===== config.mk =====
export PLATFORM = sky130hd
export DESIGN_NAME = uart_tx_arbiter
export DESIGN_NICKNAME = d
export VERILOG_FILES = /design/src/rtl/uart_tx_arbiter.sv
export SDC_FILE = /design/constraint.sdc
export NUM_CORES = 1
export LEC_CHECK = 0
export ABC_AREA = 1
export CORE_MARGIN = 1
export CORE_UTILIZATION = 25
export DETAILED_ROUTE_END_ITERATION = 8
export GPL_TIMING_DRIVEN = 1
export PLACE_DENSITY = 0.54
export SLEW_MARGIN = 0
export SYNTH_ARGS = -nofsm -noshare
export SYNTH_HDL_FRONTEND = slang
export SYNTH_SLANG_ARGS = --single-unit

===== constraint.sdc =====
create_clock -name clk -period 2.22 [get_ports clk]
set_clock_uncertainty 0.15 [all_clocks]
set_input_delay 0.444 -clock clk [delete_from_list [all_inputs] [get_ports clk]]
set_output_delay 0.444 -clock clk [all_outputs]
set_load 0.05 [all_outputs]

===== src/rtl/uart_tx_arbiter.sv =====
// Round-robin arbiter that shares one UART transmitter among NUM_REQ requesters.
// Captures the winner's payload, strobes the transmitter and tracks its busy handshake.
module uart_tx_arbiter #(
  parameter int unsigned NUM_REQ      = 4,
  parameter int unsigned DATA_WIDTH   = 8,
  parameter int unsigned BUSY_TIMEOUT = 15
) (
  input  logic                          clk,
  input  logic                          reset,
  input  logic [NUM_REQ-1:0]            req,
  input  logic [NUM_REQ*DATA_WIDTH-1:0] req_data,
  input  logic [NUM_REQ-1:0]            req_par_en,
  output logic [NUM_REQ-1:0]            gnt,
  input  logic                          tx_busy,
  output logic                          tx_data_valid,
  output logic [DATA_WIDTH-1:0]         tx_p_data,
  output logic                          tx_par_en,
  output logic [$clog2(NUM_REQ)-1:0]    tx_owner,
  output logic                          timeout_err
);

  localparam int unsigned IW = $clog2(NUM_REQ);
  localparam int unsigned CW = 8;

  typedef enum logic [1:0] {
    IDLE,
    ISSUE,
    WAIT_BUSY,
    WAIT_DONE
  } state_t;

  state_t                state_q, state_d;
  logic [IW-1:0]         last_winner_q, last_winner_d;
  logic [CW-1:0]         cnt_q, cnt_d;
  logic [NUM_REQ-1:0]    gnt_q, gnt_d;
  logic                  tx_data_valid_q, tx_data_valid_d;
  logic [DATA_WIDTH-1:0] tx_p_data_q, tx_p_data_d;
  logic                  tx_par_en_q, tx_par_en_d;
  logic [IW-1:0]         tx_owner_q, tx_owner_d;
  logic                  timeout_err_q, timeout_err_d;

  logic [DATA_WIDTH-1:0] data_arr [NUM_REQ];
  logic [IW-1:0]         cand;
  logic [IW-1:0]         win_idx;
  logic                  win_found;

  for (genvar gi = 0; gi < NUM_REQ; gi++) begin : g_unpack
    assign data_arr[gi] = req_data[gi*DATA_WIDTH +: DATA_WIDTH];
  end

  // Scan starts one past the previous winner so every requester rotates to top priority.
  always_comb begin
    win_found = 1'b0;
    win_idx   = '0;
    cand      = '0;
    for (int unsigned off = 1; off <= NUM_REQ; off++) begin
      cand = IW'(({{(32-IW){1'b0}}, last_winner_q} + off) % NUM_REQ);
      if (!win_found && req[cand]) begin
        win_found = 1'b1;
        win_idx   = cand;
      end
    end
  end

  always_comb begin
    state_d         = state_q;
    last_winner_d   = last_winner_q;
    cnt_d           = cnt_q;
    gnt_d           = '0;
    tx_data_valid_d = 1'b0;
    timeout_err_d   = 1'b0;
    tx_p_data_d     = tx_p_data_q;
    tx_par_en_d     = tx_par_en_q;
    tx_owner_d      = tx_owner_q;
    case (state_q)
      IDLE: begin
        if (win_found) begin
          tx_p_data_d      = data_arr[win_idx];
          tx_par_en_d      = req_par_en[win_idx];
          tx_owner_d       = win_idx;
          last_winner_d    = win_idx;
          gnt_d[win_idx]   = 1'b1;
          tx_data_valid_d  = 1'b1;
          state_d          = ISSUE;
        end
      end
      ISSUE: begin
        state_d = WAIT_BUSY;
        cnt_d   = '0;
      end
      WAIT_BUSY: begin
        if (tx_busy) begin
          state_d = WAIT_DONE;
        end else if (cnt_q == CW'(BUSY_TIMEOUT - 1)) begin
          timeout_err_d = 1'b1;
          state_d       = IDLE;
        end else begin
          cnt_d = cnt_q + 1'b1;
        end
      end
      WAIT_DONE: begin
        if (!tx_busy) state_d = IDLE;
      end
      default: begin
        state_d       = IDLE;
        last_winner_d = IW'(NUM_REQ - 1);
        cnt_d         = '0;
        tx_p_data_d   = '0;
        tx_par_en_d   = 1'b0;
        tx_owner_d    = '0;
      end
    endcase
  end

  always_ff @(posedge clk) begin
    if (!reset) begin
      state_q         <= IDLE;
      last_winner_q   <= IW'(NUM_REQ - 1);
      cnt_q           <= '0;
      gnt_q           <= '0;
      tx_data_valid_q <= 1'b0;
      tx_p_data_q     <= '0;
      tx_par_en_q     <= 1'b0;
      tx_owner_q      <= '0;
      timeout_err_q   <= 1'b0;
    end else begin
      state_q         <= state_d;
      last_winner_q   <= last_winner_d;
      cnt_q           <= cnt_d;
      gnt_q           <= gnt_d;
      tx_data_valid_q <= tx_data_valid_d;
      tx_p_data_q     <= tx_p_data_d;
      tx_par_en_q     <= tx_par_en_d;
      tx_owner_q      <= tx_owner_d;
      timeout_err_q   <= timeout_err_d;
    end
  end

  assign gnt           = gnt_q;
  assign tx_data_valid = tx_data_valid_q;
  assign tx_p_data     = tx_p_data_q;
  assign tx_par_en     = tx_par_en_q;
  assign tx_owner      = tx_owner_q;
  assign timeout_err   = timeout_err_q;

endmodule

==> flow_metrics.env <==
export IMPL_status="finished, final reports clean"
export IMPL_critPathCaptureType="output pin"
export IMPL_cts_resized=0
export IMPL_crit_slowest_cell="clkdlybuf4s50_1"
export IMPL_synth_area_leaders="dfxtp_1 33%, nand2_1 13%, nand3_1 6.8%"
export IMPL_routedWlPerCell_um=11.3
export IMPL_syn_num_nets=300
export IMPL_dr_first_iter_drc_count=48
export IMPL_fillers=704
export IMPL_drc=0
export IMPL_finalNetCount=374
export IMPL_synth_seq_cells=29
export IMPL_maxSlewViolCount=0
export IMPL_drtAntennaViolNets=0
export IMPL_drt_wl_total_um=4820
export IMPL_yosysWarnings=0
export IMPL_track_usage_pct=12.8
export IMPL_async_reset_ff_share_pct=0
export IMPL_crit_chain="clkdlybuf4s50_1"
export IMPL_p_leak_nw=1.16
export IMPL_synth_edf_count=0
export IMPL_portBuffers=59
export IMPL_clk_pin_slew_worst_paths_ps=60
export IMPL_reg2reg_depth=14
export IMPL_antenna_found_initial=0
export IMPL_hp_class="flip-flop to flip-flop"
export IMPL_gp_congestion=0.850
export IMPL_power_density_nw_per_um2=1560
export IMPL_crit_fanout=2
export IMPL_cts_setup_buffers=0
export IMPL_vias_per_cell=4.45
export IMPL_dp_cells=415
export IMPL_cts_max_level=2
export IMPL_total_power_mw=4.23
export IMPL_dieWidth_um=85.9
export IMPL_synth_common_cells="59 x nand2_1, 30 x nor2_1, 29 x dfxtp_1, 24 x nand3_1, 18 x inv_1"
export IMPL_ys_seq_area_share_pct=33.0
export IMPL_r2r_start="last_winner_q[0]"
export IMPL_overflow=0
export IMPL_ios=60
export IMPL_critPathCapture="tx_p_data[6]"
export IMPL_diodes=0
export IMPL_finalNonFillerCells=425
export IMPL_synth_ff_type="dfxtp_1"
export IMPL_drive_above_1_share_pct=20.4
export IMPL_finalHoldViolations=0
export IMPL_num_rows=30
export IMPL_grt_pass1_wl_um=7360
export IMPL_slowest_delay_ps=830
export IMPL_critPathLaunch="tx_p_data[6]"
export IMPL_clock_sinks=29
export IMPL_r2r_slack_ps=240
export IMPL_grt_pass1_vias=1641
export IMPL_syn_area_um2=1760
export IMPL_worst_path_stages=1
export IMPL_initial_core_util_pct=25.9
export IMPL_maxCapViolations=0
export IMPL_dp_hpwl_um=3590
export IMPL_rsz0062_at_grt="false"
export IMPL_vias=1890
export IMPL_die_area_um2=7390
export IMPL_cts_tree="yes"
export IMPL_syn_avg_cell_area_um2=6.91
export IMPL_cp_num_buf_inv=1
export IMPL_area_delta_synth_final_pct=53.8
export IMPL_yosysUniqueCellTypes=33
export IMPL_clockRootBuffer="clkbuf_8"
export IMPL_synth_cells=255
export IMPL_crit_required_ps=1630
export IMPL_insertion_delay_ps=270
export IMPL_synth_most_common_cell="nand2_1"
export IMPL_yosys_area_top_type="dfxtp_1"
export IMPL_worstMarginPinSlew_ps=543
export IMPL_max_vdd_ir_drop_mv=0.544
export IMPL_fmax_mhz=492
export IMPL_holdWs_ps=314
export IMPL_slew_headroom_pct=63.7
export IMPL_finalCoreUtilization_pct=39.9
export IMPL_synth_top_area_share_pct=33.0
export IMPL_clockBufferDepth=2
export IMPL_cp_arrival_ps=1440
export IMPL_path_class="flip-flop to output pin"
export IMPL_cts_buffers=5
export IMPL_setup_violations_final=0
export IMPL_min_period_ps=2030
export IMPL_crit_family="buffers and inverters"
export IMPL_grt_start_max_net_pins=22
export IMPL_period_share_pct=91.5
export IMPL_start_kind="flip-flop"
export IMPL_die_h_um=85.9
export IMPL_core_um2=6790
export IMPL_firstDrtPassIters=4
export IMPL_r2r_end="tx_p_data[0]"
export IMPL_holdBufCountCts=0
[stage by stage]
step / setup TNS, ps / setup slack (ps) / cell area [um2]
global route: 0 / 50.3 / 2710
finish: 0 / 188 / 2710
CTS: 0 / 90.8 / 2610
detailed placement: -2130 / -199 / 2520
global placement: -1850 / -176 / 2520
floorplan: 0 / 383 / 1760
[layer usage]
metal | vias up | global-route usage [%] | routed length, um | part of all wire [%]
met2 | 52 | 20.1 | 2230 | 46
met3 | 7 | 3.46 | 226 | 4.7
met1 | 842 | 16.8 | 2300 | 48
met4 | 0 | 4.70 | 70 | 1.5
met5 | - | 0 | 0 | 0
li1 | 989 | - | - | -
[kinds of logic (layout without fill, tap and decap cells)]
logic type,Yosys count,count (layout),synth area share [%]
buffers and inverters,34,106,9.73
adders and majority gates,2,2,1.42
AOI/OAI and AO/OA,23,23,7.39
and+or+nand+nor,167,169,48.5
DFF,29,29,33.0
[flip-flops by register name (all words and copies together) (netlist names)]
register,cells
tx_data_valid,1
state_q,2
cnt_q,8
tx_owner,2
tx_p_data,8
timeout_err,1
gnt,4
tx_par_en,1
last_winner_q,2
[placed cells by master, fill, tap and decap left out, types with 9 or more instances in the layout]
cell and instances:
buf_4 14, nand2_2 17, nand2_1 55, nor2_1 29
dfxtp_1 27, nand3_1 23, o21ai_0 9, inv_1 18
clkdlybuf4s50_1 55, nand4_1 16
[cell type report]
type | instances | area [um2] | area share (%)
Inverter | 23 | 93.8 | 3.46
Timing Repair Buffer | 76 | 762 | 28.1
Multi-Input combinational cell | 194 | 1060 | 39.2
Clock buffer | 7 | 86.3 | 3.19
Tap cell | 96 | 120 | 4.43
Sequential cell | 29 | 586 | 21.6
[where the power goes]
group          internal, mW  switching, mW  leakage [nW]  total [mW]
Combinational          1.16           1.88         0.877        3.04
Clock                 0.245          0.189        0.0443       0.434
Sequential            0.669         0.0925         0.238       0.761
[how the worst min path moves through the flow]
stage	from	to	slack [ps]	cells after the start
6_report	cnt_q[0]	cnt_q[0]	310	1
2_1_floorplan	cnt_q[0]	cnt_q[0]	280	1
4_1_cts	cnt_q[0]	cnt_q[0]	320	1
3_3_place_gp	cnt_q[0]	cnt_q[0]	300	1
5_1_grt	cnt_q[0]	cnt_q[0]	340	1
3_5_place_dp	cnt_q[0]	cnt_q[0]	310	1
No activity file was read; power rests on OpenSTA's default activity.
==> variant, RTL diff (same flow settings) <==
Make the reset (`reset`) asynchronous in one clocked block.
--- a/src/rtl/uart_tx_arbiter.sv
+++ b/src/rtl/uart_tx_arbiter.sv
@@ -113,5 +113,5 @@
   end
 
-  always_ff @(posedge clk) begin
+  always_ff @(posedge clk or negedge reset) begin
     if (!reset) begin
       state_q         <= IDLE;
Check against the original RTL: differs if reset is asserted again (counterexample within 4 cycles, from zero or initial values and one cycle with reset low); with reset held inactive, the same outputs for 10 cycles.
==> variant against the unedited design <==
Wire length up 5.8%. Sequential cell count unchanged. Combinational power up 6%. Worst setup slack worse by 0.099 ns. Final area up 5.7%. Power up 6.2%. Non-clock buffer count up 8. Critical path depth up 11. Highest routed layer unchanged. Die area up 2.5%. Count of clock-buffer cells in the layout up 1. Synthesized cell count up 1.2%. Synthesized area up 2.6%.
==> variant: results (changes against the unedited design) <==
- CP Data Arrival Time: 2.14 ns (+0.70 ns)
- Met3 WL: 345 microns (+53%)
- Reg2reg setup slack: 0.09 ns (-0.15 ns)
- Largest net degree at the start of global routing: 32 (+45%)
- Routed len/inst: 11.51 microns (+1.5%)
- Layout net count: 391 (+4.5%)
- GP Congestion: 0.7776 (-8.5%)
- Yosys cell types: 28 (-15%)
- Reg2reg path depth: 12 (-2)
- Fraction of registers with async set/reset: 100.0% (+100 points)
- Worst R2R End: tx_p_data[2]$_DFFE_PN0P_
- DP Area: 2611 sq um (+3.5%)
- Vias in the first global route: 1786 (+8.8%)
- Synth area leaders: dfrtp_1 37%, nand2_1 15%, inv_1 10%, nand3_1 9.1%, dfstp_2 2.9%
- Register area share after synthesis: 40.30% (+7.4 points)
- Peak VDD IR: 697.9 uV (+28%)
- Worst r2r src: last_winner_q[0]$_DFFE_PN1P_
- Synth top cells by count: 74 x nand2_1, 50 x inv_1, 33 x nand3_1, 27 x dfrtp_1, 14 x nor2_1
- Met2 Use GR: 21.98% (+1.9 points)
- Leakage: 1.402 nW (+21%)
- Slowest CP cell: dfstp_2
- Worst hold endpoint: timeout_err$_DFF_PN0_
- DRT iter0 DRCs: 45 (-6.3%)
- CP Max Fanout: 15 (+13)
- Filler cells: 695 (-1.3%)
- Result of the run: completed
- First-pass GRT wire length: 7.872 mm (+6.9%)
- Critical path class: reg2reg
- Metal-1 WL: 2.257 mm (-1.7%)
- CP max stage delay: 0.58 ns (-0.25 ns)
- Via count: 1875 (-0.79%)
- WL met2: 2.438 mm (+9.6%)
- Met3 Usage GRT: 5.403% (+1.9 points)
-- variant: what timing repair did --
item,in CTS,in global routing
hold buffers,0,0
setup endpoints to repair,1,16
pin swaps,0,11
resized for setup,1,23
setup buffers,0,7
cloned,0,3
-- variant: worst max-delay path: cells and delay by family, from the launching register on --
| kind | cells | cell delay (ns) |
|---|---|---|
| buffers and inverters | 1 | 0.07 |
| flip-flops | 1 | 0.58 |
| AND/OR/NAND/NOR | 11 | 1.21 |
-- variant: metrics by stage --
stage	worst slack, ns	std cells	power [mW]	hold WS (ns)	TNS (ns)
2_1_floorplan	0.1585	258	2.702	-0.001591	0
3_3_place_gp	-0.2451	425	3.575	0.2946	-2.751
3_5_place_dp	-0.2479	425	3.593	0.3120	-3.292
4_1_cts	0.03073	433	4.070	0.3307	0
5_1_grt	-0.03302	443	4.842	0.3494	-0.1268
6_report	0.08834	443	4.494	0.3209	0
-- variant: cell families after synthesis --
group / after synthesis / share of synthesized area (%)
AND/OR/NAND/NOR: 146 / 37.33
XOR/XNOR: 1 / 0.4849
adder cells (fa/ha/maj): 2 / 1.385
buffers and inverters: 57 / 12.67
flip-flops: 29 / 40.30
multiplexers: 1 / 0.5540
AO/OA/AOI/OAI: 22 / 7.272
-- variant: where the power goes --
group	switching, mW	internal, mW	total [mW]	leakage, nW
Clock	0.199	0.222	0.421	0.0395
Sequential	0.124	0.733	0.857	0.372
Combinational	1.98	1.24	3.22	0.991
Total	2.30	2.19	4.49	1.40
-- variant: cell type report --
class                           count  area [sq um]  area share [%]
Clock buffer                        8         80.08           2.796
Timing Repair Buffer               84         795.8           27.79
Inverter                           52         197.7           6.903
Tap cell                           96         120.1           4.194
Multi-Input combinational cell    174         942.2           32.90
Sequential cell                    29         728.2           25.43
